### src/rtl/uart_rx_pkg.sv
// uart_rx_pkg: shared types and limits for the UART receive path
package uart_rx_pkg;

    typedef enum logic [1:0] {
        IDLE = 2'd0,
        RUN  = 2'd1,
        DONE = 2'd2
    } rx_timer_state_e;

    localparam int PRESC_MIN = 4;
    localparam int FRAME_MIN = 1;

endpackage

### src/rtl/uart_rx_bit_timer.sv
// uart_rx_bit_timer: oversampling edge/bit counter with mid-bit sample window and frame strobes
module uart_rx_bit_timer
    import uart_rx_pkg::*;
#(
    parameter int PRESC_W = 6,
    parameter int BIT_W   = 4
) (
    input  logic               clk,
    input  logic               rst,
    input  logic               enable,
    input  logic               restart,
    input  logic [PRESC_W-1:0] prescale,
    input  logic [BIT_W-1:0]   frame_bits,
    output logic [PRESC_W-1:0] edge_cnt,
    output logic [BIT_W-1:0]   bit_cnt,
    output logic               sample_stb,
    output logic               sample_last,
    output logic               bit_tick,
    output logic               frame_done,
    output logic               busy
);

    rx_timer_state_e state, state_d;
    logic [PRESC_W-1:0] p_q, p_d, p_in, edge_d, mid;
    logic [BIT_W-1:0]   n_q, n_d, n_in, bit_d;

    assign p_in = (prescale < PRESC_W'(PRESC_MIN)) ? PRESC_W'(PRESC_MIN) : prescale;
    assign n_in = (frame_bits < BIT_W'(FRAME_MIN)) ? BIT_W'(FRAME_MIN) : frame_bits;
    assign mid  = p_q >> 1;

    // P >= 4 keeps the whole window inside the bit, so no wrap handling is needed
    assign busy        = state == RUN;
    assign sample_stb  = busy && edge_cnt >= mid - PRESC_W'(1) && edge_cnt <= mid + PRESC_W'(1);
    assign sample_last = busy && edge_cnt == mid + PRESC_W'(1);
    assign bit_tick    = busy && edge_cnt == p_q - PRESC_W'(1);
    assign frame_done  = bit_tick && bit_cnt == n_q - BIT_W'(1);

    always_comb begin
        state_d = state;
        edge_d  = edge_cnt;
        bit_d   = bit_cnt;
        p_d     = p_q;
        n_d     = n_q;
        if (!enable) begin
            state_d = IDLE;
            edge_d  = '0;
            bit_d   = '0;
        end else if (state == IDLE || restart) begin
            state_d = RUN;
            edge_d  = '0;
            bit_d   = '0;
            p_d     = p_in;
            n_d     = n_in;
        end else if (state == RUN) begin
            state_d = frame_done ? DONE : RUN;
            edge_d  = bit_tick ? '0 : edge_cnt + PRESC_W'(1);
            bit_d   = frame_done ? '0 : bit_tick ? bit_cnt + BIT_W'(1) : bit_cnt;
        end
    end

    always_ff @(posedge clk or negedge rst) begin
        if (!rst) begin
            state    <= IDLE;
            edge_cnt <= '0;
            bit_cnt  <= '0;
            p_q      <= PRESC_W'(PRESC_MIN);
            n_q      <= BIT_W'(FRAME_MIN);
        end else begin
            state    <= state_d;
            edge_cnt <= edge_d;
            bit_cnt  <= bit_d;
            p_q      <= p_d;
            n_q      <= n_d;
        end
    end

endmodule

### config.mk
export PLATFORM = sky130hd
export DESIGN_NAME = uart_rx_bit_timer
export DESIGN_NICKNAME = d
export VERILOG_FILES = /design/src/rtl/uart_rx_pkg.sv /design/src/rtl/uart_rx_bit_timer.sv
export SDC_FILE = /design/constraint.sdc
export NUM_CORES = 1
export LEC_CHECK = 0
export CAP_MARGIN = 15
export CELL_PAD_IN_SITES_DETAIL_PLACEMENT = 1
export CELL_PAD_IN_SITES_GLOBAL_PLACEMENT = 1
export CORE_ASPECT_RATIO = 1.4
export CORE_MARGIN = 2
export CORE_UTILIZATION = 44
export CTS_BUF_LIST = sky130_fd_sc_hd__clkbuf_8 sky130_fd_sc_hd__clkbuf_16
export DETAILED_ROUTE_END_ITERATION = 10
export PLACE_DENSITY_LB_ADDON = 0.1
export SYNTH_ARGS = -nofsm -noshare
export SYNTH_HDL_FRONTEND = slang
export SYNTH_SLANG_ARGS = --single-unit
### constraint.sdc
create_clock -name clk -period 3.8 [get_ports clk]
set_input_delay 0.38 -clock clk [delete_from_list [all_inputs] [get_ports clk]]
set_output_delay 0.38 -clock clk [all_outputs]
set_load 0.01 [all_outputs]
==> summary.md <==
| Metric | Value |
|---|---|
| Vias per cell | `5.580` |
| Final Setup Violations | `0` |
| Sequential share of the synthesized area | `32.67%` |
| Worst IR drop on VDD | `173.9 uV` |
| Worst hold path class | `in -> async` |
| Cell Area, Synth | `0.001693 mm^2` |
| WS Path Type | `reg -> out` |
| CTS Buf Count | `3` |
| Max_cap viols | `0` |
| Synthesized Nets | `208` |
| DRC violations left | `0` |
| Proportion of layout cells with a drive suffix above 1 | `11.82%` |
| Die H | `77.39 um` |
| Average wire per cell in the routed design | `17.24 um` |
| Vias in the first global route | `1442` |
| Min Hold Slack | `399.9 ps` |
| Syn_area_per_cell | `9.619 um^2` |
| WL final | `4.223 mm` |
| YS warnings | `0` |
| Ranking of synthesized cells by area | `dfrtp_1, ha_1, xnor2_1` |
| First-pass GRT wire length | `6.934 mm` |
| Fin cells | `245` |
| Worst-Skew Late Latency | `270 ps` |
| Status | `complete, no violations` |
| CTS tree | `yes` |
| Post-Syn Instances | `176` |
| Placed insts | `240` |
| IO Pins | `29` |
| # clock sinks | `22` |
| Setup ws final | `326.9 ps` |
| Setup TNS | `0 ps` |
| Synth cell count leaders | `dfrtp_1, ha_1, nand2_1, xnor2_1` |
| Slew Viols, Final | `0` |
| # fillers | `426` |
| Global placer's final weighted congestion | `0.7920` |
| Antenna violations before repair | `0` |
| Depth of the CTS H-tree | `1` |
| Vias | `1367` |
| Final hold violations | `0` |
| WP buf/inv | `3` |
| DIE AREA | `0.004367 mm^2` |
| Fin nets | `236` |
| Root buffer cell | `clkbuf_8` |
| Clk buf depth | `2` |
| Die Width | `56.43 um` |
| Setup Buffers After CTS | `0` |
| CP cell instances | `inv_1 -> ha_1 -> inv_1 -> ha_1 -> nor2b_1 -> o21a_1 -> o21a_1 -> o21ai_0 -> a221o_1 -> and3_1 -> clkdlybuf4s50_1` |
| Hold buffers post-CTS | `0` |
| Congestion Overflow GR | `0` |
| Critical Path Slowest Stage Cell | `dfstp_2` |
| Most frequent cell after synthesis | `dfrtp_1` |
| Slew HR | `65.99%` |
| Final min period | `3473 ps` |
| Clock-pin slew on the worst setup and hold paths | `80 ps` |
| DRT iter0 DRCs | `18` |
| Placeable core region | `0.003676 mm^2` |
| GRT Total Usage | `20.07%` |
| DRT Pass-1 Iters | `5` |
| Post-CTS sizing | `0` |
| Area growth syn-to-layout | `21.88%` |
| Clock skew | `1.610 ps` |
| Hpwl dp | `3.246 mm` |
| Post-synth cell types | `47` |
| Crit start category | `register` |
| Required @ worst endpoint | `3420 ps` |
| Area leader, netlist | `dfrtp_1` |
| Fin crit share | `91.40%` |
| Num rows | `26` |
| Pre-CTS setup slack | `642.7 ps` |
| Data arrival, critical path | `3090 ps` |
| RSZ-0062 raised after global routing | `no` |
| Largest net degree at the start of global routing | `23` |
| Initial Utilization | `46.05%` |
| Async S/R FF share, synth | `100.0%` |
| #FFs+latches synth | `22` |
| Number of I/O port buffers | `28` |
| CP Capture Type | `output pin` |
| Fmax | `0.2879 GHz` |
| Total power | `637.0 uW` |
| DRT antenna net count | `0` |
| CP top delay family | `compound AO/OA/AOI/OAI gates` |
| Post-synth EDFFs | `0` |
| Power Density | `308.7 mW/mm^2` |
| Worst-Margin Slew | `505.9 ps` |
| Synth Flop Type | `dfrtp_1` |
| Worst-path maximum fanout | `6` |
| # diodes | `0` |
| Delay of the slowest cell on the worst path | `590 ps` |
| LEAKAGE | `0.8944 nW` |
| Post-synth top area share | `29.56%` |
[area by class of cell]
type / instances / area, um^2 / area share (%)
multi-input combinational: 136 / 1050 / 50.88
sequential: 22 / 553.0 / 26.80
timing repair buffer: 29 / 307.8 / 14.92
clock buffer: 4 / 55.05 / 2.668
tap: 42 / 52.55 / 2.547
inverter: 12 / 45.04 / 2.183
[worst paths after layout]
kind,start,end,slack (ps),depth (start not counted)
min,rst,p_q[0]$_DFFE_PN0P_,400,1
max,p_q[2]$_DFFE_PN1P_,sample_stb,330,11
max reg2reg,p_q[1]$_DFFE_PN0P_,edge_cnt[0]$_DFFE_PN0P_,1420,8
min in group clk,n_q[3]$_DFFE_PN0P_,n_q[3]$_DFFE_PN0P_,540,1
max in group asynchronous,rst,p_q[2]$_DFFE_PN1P_,2900,2
min reg2reg,n_q[3]$_DFFE_PN0P_,n_q[3]$_DFFE_PN0P_,540,1
[registers in the layout, indices dropped and copies added, names as in the netlist]
name / flops
p_q: 6
edge_cnt: 6
state: 2
n_q: 4
bit_cnt: 4
[per-layer routing]
layer	global-route usage, %	wire (um)	vias to the layer above
met2	35.12	2356	26
met1	25.03	1710	673
met3	2.333	100	5
met4	7.143	56	0
li1	-	-	663
met5	0	0	-
[through the flow]
step	cell area (um^2)	utilization [%]
finish	2063	56.13
global route	2063	56.13
detailed placement	1981	53.88
global placement	1981	53.88
floorplan	1693	-
CTS	2036	55.38
[cells in the final DEF (no fill, tap or decap), types with 2 or more instances in the layout]
cell type	n
nor2b_1	2
o21a_1	2
xor2_1	8
dfrtp_1	20
nor2_1	12
clkdlybuf4s50_1	28
nand4_1	2
nand2_1	15
o21ai_2	2
and3_1	4
inv_1	12
nor3b_1	2
ha_1	18
mux2_2	6
xnor2_1	15
nor3_1	3
a21o_1	2
dfstp_2	2
a21oi_1	8
o21ai_0	4
nand2b_1	2
clkbuf_8	4
nand3_1	6
[worst reg2reg max path, cell delays in order, from the launching register on]
cell and delay (ps):
dfrtp_1 430, inv_1 150, ha_1 250, nor3b_4 240, nand2_1 110, xnor2_2 200
nor3_4 390, or2_0 390, o22ai_2 100
[power by group]
part           internal [mW]  switching (mW)
registers              0.251          0.0257
clock network         0.0926          0.0819
logic                 0.0937          0.0925
[logic make-up after synthesis]
kind of cell,count (synthesis),synth area share (%)
fa+ha+maj,18,13.30
buf+inv,18,5.321
mux,7,4.582
xor+xnor,24,12.86
simple gates,59,19.51
flops,22,32.67
compound gates,28,11.75
(Power assumes the default switching activity.)
